==> src/rtl/wb_port_arbiter.sv <==
// wb_port_arbiter: shares the register-file write port between the in-order
// writeback stage (fixed priority, never stalled) and the long-latency unit
// result channel (valid/ready). LU results that lose arbitration are buffered
// in a small FIFO. The block forwards buffered data to decode and requests a
// writeback bubble when buffered entries starve.
//
// Ports:
//   clk, rst                    clock, synchronous active-high reset
//   wb_we, wb_addr, wb_data     writeback write request
//   lu_valid, lu_ready,
//   lu_addr, lu_data            long-latency result handshake
//   rf_we, rf_addr, rf_data     register-file write port (combinational)
//   q_addr, q_hit, q_data       forwarding query against live buffered entries
//   stall_req                   registered request for one writeback bubble
//   buf_count                   occupied FIFO slots
module wb_port_arbiter #(
    parameter int unsigned DEPTH      = 2,
    parameter int unsigned STARVE_MAX = 4
) (
    input  logic                       clk,
    input  logic                       rst,
    input  logic                       wb_we,
    input  logic [4:0]                 wb_addr,
    input  logic [31:0]                wb_data,
    input  logic                       lu_valid,
    output logic                       lu_ready,
    input  logic [4:0]                 lu_addr,
    input  logic [31:0]                lu_data,
    output logic                       rf_we,
    output logic [4:0]                 rf_addr,
    output logic [31:0]                rf_data,
    input  logic [4:0]                 q_addr,
    output logic                       q_hit,
    output logic [31:0]                q_data,
    output logic                       stall_req,
    output logic [$clog2(DEPTH):0]     buf_count
);

    localparam int unsigned PW = $clog2(DEPTH);
    localparam int unsigned CW = PW + 1;
    localparam int unsigned SW = $clog2(STARVE_MAX + 1);

    logic [4:0]       e_addr [DEPTH];
    logic [31:0]      e_data [DEPTH];
    logic [DEPTH-1:0] e_live;
    logic [PW-1:0]    rd_ptr;
    logic [PW-1:0]    wr_ptr;
    logic [CW-1:0]    count;
    logic [SW-1:0]    starve_cnt;
    logic [SW-1:0]    starve_nxt;

    logic wb_take;
    logic fifo_ne;
    logic lu_acc;
    logic lu_nz;
    logic pop;
    logic bypass;
    logic push;

    assign buf_count = count;

    // Arbitration and handshake; everything is forced idle while in reset.
    always_comb begin
        fifo_ne  = (count != '0);
        wb_take  = !rst && wb_we && (wb_addr != 5'd0);
        lu_ready = !rst && (count < CW'(DEPTH));
        lu_acc   = lu_valid && lu_ready;
        lu_nz    = (lu_addr != 5'd0);
        pop      = !rst && !wb_take && fifo_ne;
        bypass   = !wb_take && !fifo_ne && lu_acc && lu_nz;
        // Accepted nonzero results that cannot use the port are buffered.
        push     = lu_acc && lu_nz && (wb_take || fifo_ne);
    end

    // Write-port mux in priority order: writeback, FIFO head, LU bypass.
    always_comb begin
        rf_we   = 1'b0;
        rf_addr = 5'd0;
        rf_data = 32'd0;
        if (wb_take) begin
            rf_we   = 1'b1;
            rf_addr = wb_addr;
            rf_data = wb_data;
        end else if (pop) begin
            rf_we   = e_live[rd_ptr];
            rf_addr = e_addr[rd_ptr];
            rf_data = e_data[rd_ptr];
        end else if (bypass) begin
            rf_we   = 1'b1;
            rf_addr = lu_addr;
            rf_data = lu_data;
        end
    end

    // Forwarding: walk oldest to youngest so the youngest live match wins.
    always_comb begin
        logic [PW-1:0] idx;
        idx    = '0;
        q_hit  = 1'b0;
        q_data = 32'd0;
        for (int i = 0; i < DEPTH; i++) begin
            idx = rd_ptr + PW'(i);
            if ((CW'(i) < count) && e_live[idx] && (e_addr[idx] == q_addr)) begin
                q_hit  = 1'b1;
                q_data = e_data[idx];
            end
        end
        if (rst || (q_addr == 5'd0)) begin
            q_hit  = 1'b0;
            q_data = 32'd0;
        end
    end

    // Starvation counter: clears on pop or empty FIFO, saturates at STARVE_MAX.
    always_comb begin
        starve_nxt = starve_cnt;
        if (pop || !fifo_ne) begin
            starve_nxt = '0;
        end else if (wb_take && (starve_cnt < SW'(STARVE_MAX))) begin
            starve_nxt = starve_cnt + SW'(1);
        end
    end

    // Control state: pointers, occupancy, live bits, starvation.
    always_ff @(posedge clk) begin
        if (rst) begin
            rd_ptr     <= '0;
            wr_ptr     <= '0;
            count      <= '0;
            e_live     <= '0;
            starve_cnt <= '0;
            stall_req  <= 1'b0;
        end else begin
            // WAW kill first; a same-cycle push is younger and stays live.
            for (int i = 0; i < DEPTH; i++) begin
                if (wb_take && (e_addr[i] == wb_addr)) begin
                    e_live[i] <= 1'b0;
                end
            end
            if (push) begin
                e_live[wr_ptr] <= 1'b1;
                wr_ptr         <= wr_ptr + PW'(1);
            end
            if (pop) begin
                rd_ptr <= rd_ptr + PW'(1);
            end
            case ({push, pop})
                2'b10:   count <= count + CW'(1);
                2'b01:   count <= count - CW'(1);
                default: count <= count;
            endcase
            starve_cnt <= starve_nxt;
            stall_req  <= (starve_nxt == SW'(STARVE_MAX));
        end
    end

    // Entry payload storage; validity is tracked by count and live bits.
    always_ff @(posedge clk) begin
        if (push) begin
            e_addr[wr_ptr] <= lu_addr;
            e_data[wr_ptr] <= lu_data;
        end
    end

endmodule

==> config.mk <==
export PLATFORM = sky130hd
export DESIGN_NAME = wb_port_arbiter
export DESIGN_NICKNAME = d
export VERILOG_FILES = /design/src/rtl/wb_port_arbiter.sv
export SDC_FILE = /design/constraint.sdc
export NUM_CORES = 1
export LEC_CHECK = 0
export ABC_AREA = 1
export BUFFER_PORTS_ARGS = -buffer_cell sky130_fd_sc_hd__buf_4
export CORE_MARGIN = 5
export CORE_UTILIZATION = 41
export DETAILED_ROUTE_END_ITERATION = 10
export HOLD_SLACK_MARGIN = 0.02
export PLACE_DENSITY = 0.67
export SYNTH_ARGS = -nofsm -noshare
export SYNTH_HDL_FRONTEND = slang
export SYNTH_SLANG_ARGS = --single-unit
==> constraint.sdc <==
create_clock -name clk -period 3.5 [get_ports clk]
set_input_delay 0.35 -clock clk [delete_from_list [all_inputs] [get_ports clk]]
set_output_delay 0.35 -clock clk [all_outputs]
set_load 0.01 [all_outputs]
# Yosys cells after proc, flatten, opt, wreduce, memory -nomap -nowiden
# Memories as Yosys holds them, arrays and structs flattened. A register that Yosys moved wholly into a read port is not among the register bits.
# Index checks and enable logic that the tools add are counted.
# word_totals
out_inout_bits,75
word_cells,94
regBits,10
mem_bits_rw,74
in_bits,83
memories,2
# memory_table
name,words,width,rd,rd_ports_with_merged_regs,write_ports,line,rtl
e_data,2,32,2,1,1,44,logic [31:0] e_data [DEPTH];
e_addr,2,5,4,1,1,43,logic [4:0] e_addr [DEPTH];
# op_classes
eq_ne,7
n_reduce_logical,30
n_bitwise,1
addsub,5
n_mux,35
n_lt_le_gt_ge,8
# ops
cell,n
$mux W32,6
$mux W1,21
$eq A5 B5 Y1,4
$logic_and A1 B1 Y1,19
$mux W5,3
$reduce_bool A5 Y1,2
$lt A1 B2 Y1 const B,3
$mux W3,2
$logic_not A5 Y1,1
$lt A1 B2 Y1 const A,2
$pmux W2 S2,1
$reduce_bool A2 Y1,2
$add A3 B1 Y3 const B,1
$eq A3 B3 Y1 const B,1
$logic_not A1 Y1,3
$logic_or A1 B1 Y1,3
$lt A3 B3 Y1 const B,1
$add A1 B1 Y1 const B,2
$add A2 B1 Y2 const B,1
$eq A2 B1 Y1 const B,1
$eq A2 B2 Y1 const B,1
$lt A2 B2 Y1 const B,1
$mux W2,1
$or A2 B2 Y2,1
3 further kinds,3

# Logic depth before layout (Yosys ltp)
# logic_depth
depth_word,10
ltp_mapped,12
mapped_depth_nobuf,10

# Worst setup path after synthesis
# No wires, ideal clock.
# synth_timing
path_kind,input -> register
start,input port rst
end,"memory e_addr[1][0], enable pin"
setup_time_ns,0.392
required_ns,3.108
path_slack_ns,1.163
n_path_buf,2
path_stages,7
arrival_ns,1.945
path_cell_list,buf_2 nor2_1 nand2_1 buf_2 a21oi_1 nand2_1 inv_1
# synth_between
elab_chain_len,7
word_cells_on_any_way,10
classes_between,mux: 2; reduce/logical: 8
# synth_rtl
item,line,rtl
from (decl),21,"input logic rst,"
$logic_not A1 Y1 *,"65, 66",
"$logic_and A1 B1 Y1, on equally long branches","66, 65",
"$logic_and A1 B1 Y1, on equally long branches","67, 65",
$logic_and A1 B1 Y1 / $logic_or A1 B1 Y1 (equally long branches),72,push = lu_acc && lu_nz && (wb_take || fifo_ne);
$logic_and A1 B1 Y1 *,72,
$mux W1 *,159,if (push) begin
$mux W1 (not written as such) *,160,e_addr[wr_ptr] <= lu_addr;
to (decl),43,
# Mark *: on every way between the ends. The rest lies on a longest branch, timed or not.

# Final worst setup path
# layout_timing
start,register rd_ptr
end,output port q_data[14]
# layout_between
elab_chain_len,7
word_cells_on_any_way,15
classes_between,add/sub: 1; eq/ne: 1; mux: 7; reduce/logical: 4; memory: 2
# layout_rtl
item,line,rtl
from (decl),46,logic [PW-1:0] rd_ptr;
from (signal assigned),145,rd_ptr <= rd_ptr + PW'(1);
"parallel branches: the longest is 5 deep, another holds $mem_v2 Z2 W5",--,
$mux W32 *,103,if ((CW'(i) < count) && e_live[idx] && (e_addr[idx] == q_addr)) begin
$mux W32 *,108,if (rst || (q_addr == 5'd0)) begin
to (decl),34,"output logic [31:0] q_data,"
# Mark *: on every way between the ends. The select of a mux whose other input is x is not followed.

==> impl_results.md <==
- Status: completed
- Global route total overflow: 0
- Crit path kind: reg -> out
- Max Cap Violations: 0
- Fill cell count: 1239
- Worst-skew pair later-pin latency: 0.33 ns
- Area contributors post-synth: edfxtp_1 (40%), nand2_1 (18%), inv_1 (6.4%), o21ai_0 (6.2%), o211ai_1 (4.8%)
- Worst Min Path Start: lu_data[6]
- Yosys cell types: 27
- Register share of total power: 34.1%
- HP Class: in -> reg
- Largest net degree at the start of global routing: 65
- CTS tree: done
- Clock Power Share: 28.5%
- Critical Path RT: 3.15 ns
- Reg2reg start: buf_count[0]
- Crit path max-delay family: simple AND/OR/NAND/NOR gates
- Clk_skew: 0.00496 ns
- Post-route minimum period: 3.04 ns
- CP Launch Type: register
- Reg area: 2450 um^2
- Hold Vio Cnt, Final: 0
- DRT Pass-1 Iters: 8
- Worst slack, placed: 0.524 ns
- Final ANT Viol Nets: 0
- Drt total wl: 15.5 mm
- Std cell rows: 42
- Fmax: 0.329 GHz
- Initial antenna violation count: 0
- P_leak: 3.23 nW
- Sequential share of the synthesized area: 44.3%
- CP peak stage delay: 0.60 ns
- Area of the multi-input gates: 2500 um^2
- First-pass GRT wire length: 24.5 mm
- DP HPWL: 11.0 mm
- Met3 GRT Util: 4.36%
- Switch share: 35.1%
- Synthesis Warnings: 0
- Slowest library cell on the worst path: dfxtp_4
- Port Buffers: 157
- Die Width: 126 um
- Post-CTS resize count: 0
- Yosys top cell area share: 40.3%
- VDD IR-drop max: 409 uV
- Final setup fails: 0
- M1 GR Usage: 25.8%
- Clock Root Buffer: clkbuf_16
- IO Pins: 158
- Buf/Inv on CP: 2
- Vias: 5239
- N_diodes: 0
- CTS buffer count: 9
- TNS Setup: 0 ns
- Vias in the first global route: 4985
- CP arrival: 2.69 ns
- Die height: 126 um
- Internal power: 2.43 mW
- Setup bufs post-CTS: 0
- Syn Inst Count: 742
- Initial DRC count: 417
- CTS Sinks: 85
- Syn Area/Cell: 7.44 um^2
- Fin worst setup slack: 0.461 ns
- CP max FO: 40
- Max-slew violations: 0
- Worst setup EP type: primary output
- Wirelength per Cell: 14.6 um
- CTS clk-pin slew, worst paths: 0.06 ns
- Starting Density: 41.7%
- #FFs+latches synth: 85
- Die ar.: 15900 um^2
- # H-tree levels: 3
- Residual DRC count: 0
- Critical path origin: rd_ptr
- Yosys top cell by area: edfxtp_1
- Reg2reg setup slack: 1.36 ns
- Gr usage total: 18.9%
- Relative slew slack: 61.4%
- Worst hold slack: 0.209 ns
- Grt met2 use: 30.7%
- Area Growth Syn to Fin: 30.0%
- Comb power frac: 37.4%
- Core Area: 13200 um^2
- Tcrit/Tclk final: 86.8%
- Layout cell share with drive strength beyond 1: 24.6%
- Most Crowded Layer GR: met2
- # nets final: 967
- # hold bufs at CTS: 0
- Via density: 4.94
- Global placer's final weighted congestion: 0.904
- Least-Margin Pin Slew: 0.579 ns
- RSZ-0062 raised after global routing: false
- Net Count, Synth: 829
- Cell area after synthesis: 5520 um^2
- Critical path cell sequence: inv_4 -> nand2_2 -> nand2_1 -> nand2_1 -> nand3_1 -> nor2_4 -> nand3_4 -> nand2_2 -> nand2_4 -> nor2_2 -> buf_4
- Finished Core Util: 54.2%
- Power density cells: 522 nW/um^2
- Net Switching: 1.31 mW
- Total Power: 3.74 mW
- Clock Path Buffers: 2
[routing by layer]
| layer | vias up | share of wire [%] | routed length [um] |
|---|---|---|---|
| li1 | 2700 | - | - |
| met1 | 2361 | 46 | 7140 |
| met2 | 167 | 47 | 7200 |
| met3 | 11 | 6.5 | 1000 |
| met4 | 0 | 0.74 | 114 |
| met5 | - | 0 | 0 |
[sequential cells by signal, indices dropped and copies added (netlist names), named ones only]
| name | cells |
|---|---|
| wr_ptr | 1 |
| stall_req | 1 |
| e_live | 2 |
| e_addr | 10 |
| starve_cnt | 3 |
| rd_ptr | 1 |
| e_data | 64 |
| buf_count | 2 |
[logic make-up (layout without fill, tap and decap cells)]
| kind of cell | after synthesis | in the layout | share of synthesized area, % |
|---|---|---|---|
| XOR/XNOR | 12 | 12 | 1.90 |
| AND/OR/NAND/NOR | 391 | 391 | 30.6 |
| flip-flops | 85 | 85 | 44.3 |
| adder cells (fa/ha/maj) | 4 | 4 | 0.907 |
| buffers and inverters | 138 | 281 | 10.5 |
| AO/OA/AOI/OAI | 112 | 112 | 11.7 |
[path summary, 6_finish.rpt]
check | to | cells after the start
setup / recovery | q_data[14] | 11
hold / removal | e_data[0][6] | 1
setup reg to reg | buf_count[1] | 8
hold reg to reg | e_live[1] | 2
[power by group through the flow]
| stage | clock network (mW) | logic [mW] | registers [mW] |
|---|---|---|---|
| 2_1_floorplan | 0 | 0.896 | 1.25 |
| 6_report | 1.07 | 1.40 | 1.28 |
| 5_1_grt | 1.12 | 1.58 | 1.29 |
| 4_1_cts | 1.09 | 1.41 | 1.28 |
| 3_3_place_gp | 0 | 1.40 | 1.29 |
| 3_5_place_dp | 0 | 1.40 | 1.30 |
[cell usage after synthesis, drive strengths merged]
cell	n
nor3	6
nand3	24
nand2	270
buf	32
ha	4
clkinv	1
edfxtp	74
o211ai	35
clkbuf	10
nor2	59
inv	95
o21ai	69
xor2	12
nand4	32
dfxtp	11
a21oi	8
[layout make-up]
cell class	instances	share of cell area, %
flip-flops and latches	85	34.1
clock inverters	7	1.59
clock buffers	9	3.14
multi-input cells	519	34.8
well taps	176	3.07
inverters	96	5.06
repair buffers	169	18.2
[cell usage in the layout, fill, tap and decap left out, types with 4 or more instances in the layout]
| cell | instances |
|---|---|
| ha_1 | 4 |
| edfxtp_1 | 74 |
| o21ai_0 | 68 |
| a21oi_1 | 8 |
| o211ai_1 | 35 |
| clkbuf_16 | 9 |
| xor2_1 | 12 |
| nor3_1 | 6 |
| nand2_1 | 266 |
| nor2_4 | 4 |
| nor2_2 | 19 |
| inv_1 | 92 |
| nand4_1 | 32 |
| dfxtp_1 | 9 |
| buf_4 | 166 |
| nand3_1 | 22 |
| nor2_1 | 36 |
[metrics by stage]
step                cells  area, um^2
floorplan             742        5520
global placement     1045        6830
detailed placement   1045        6830
CTS                  1061        7170
global route         1061        7170
finish               1061        7170
Power figures use the tool's default switching activity.
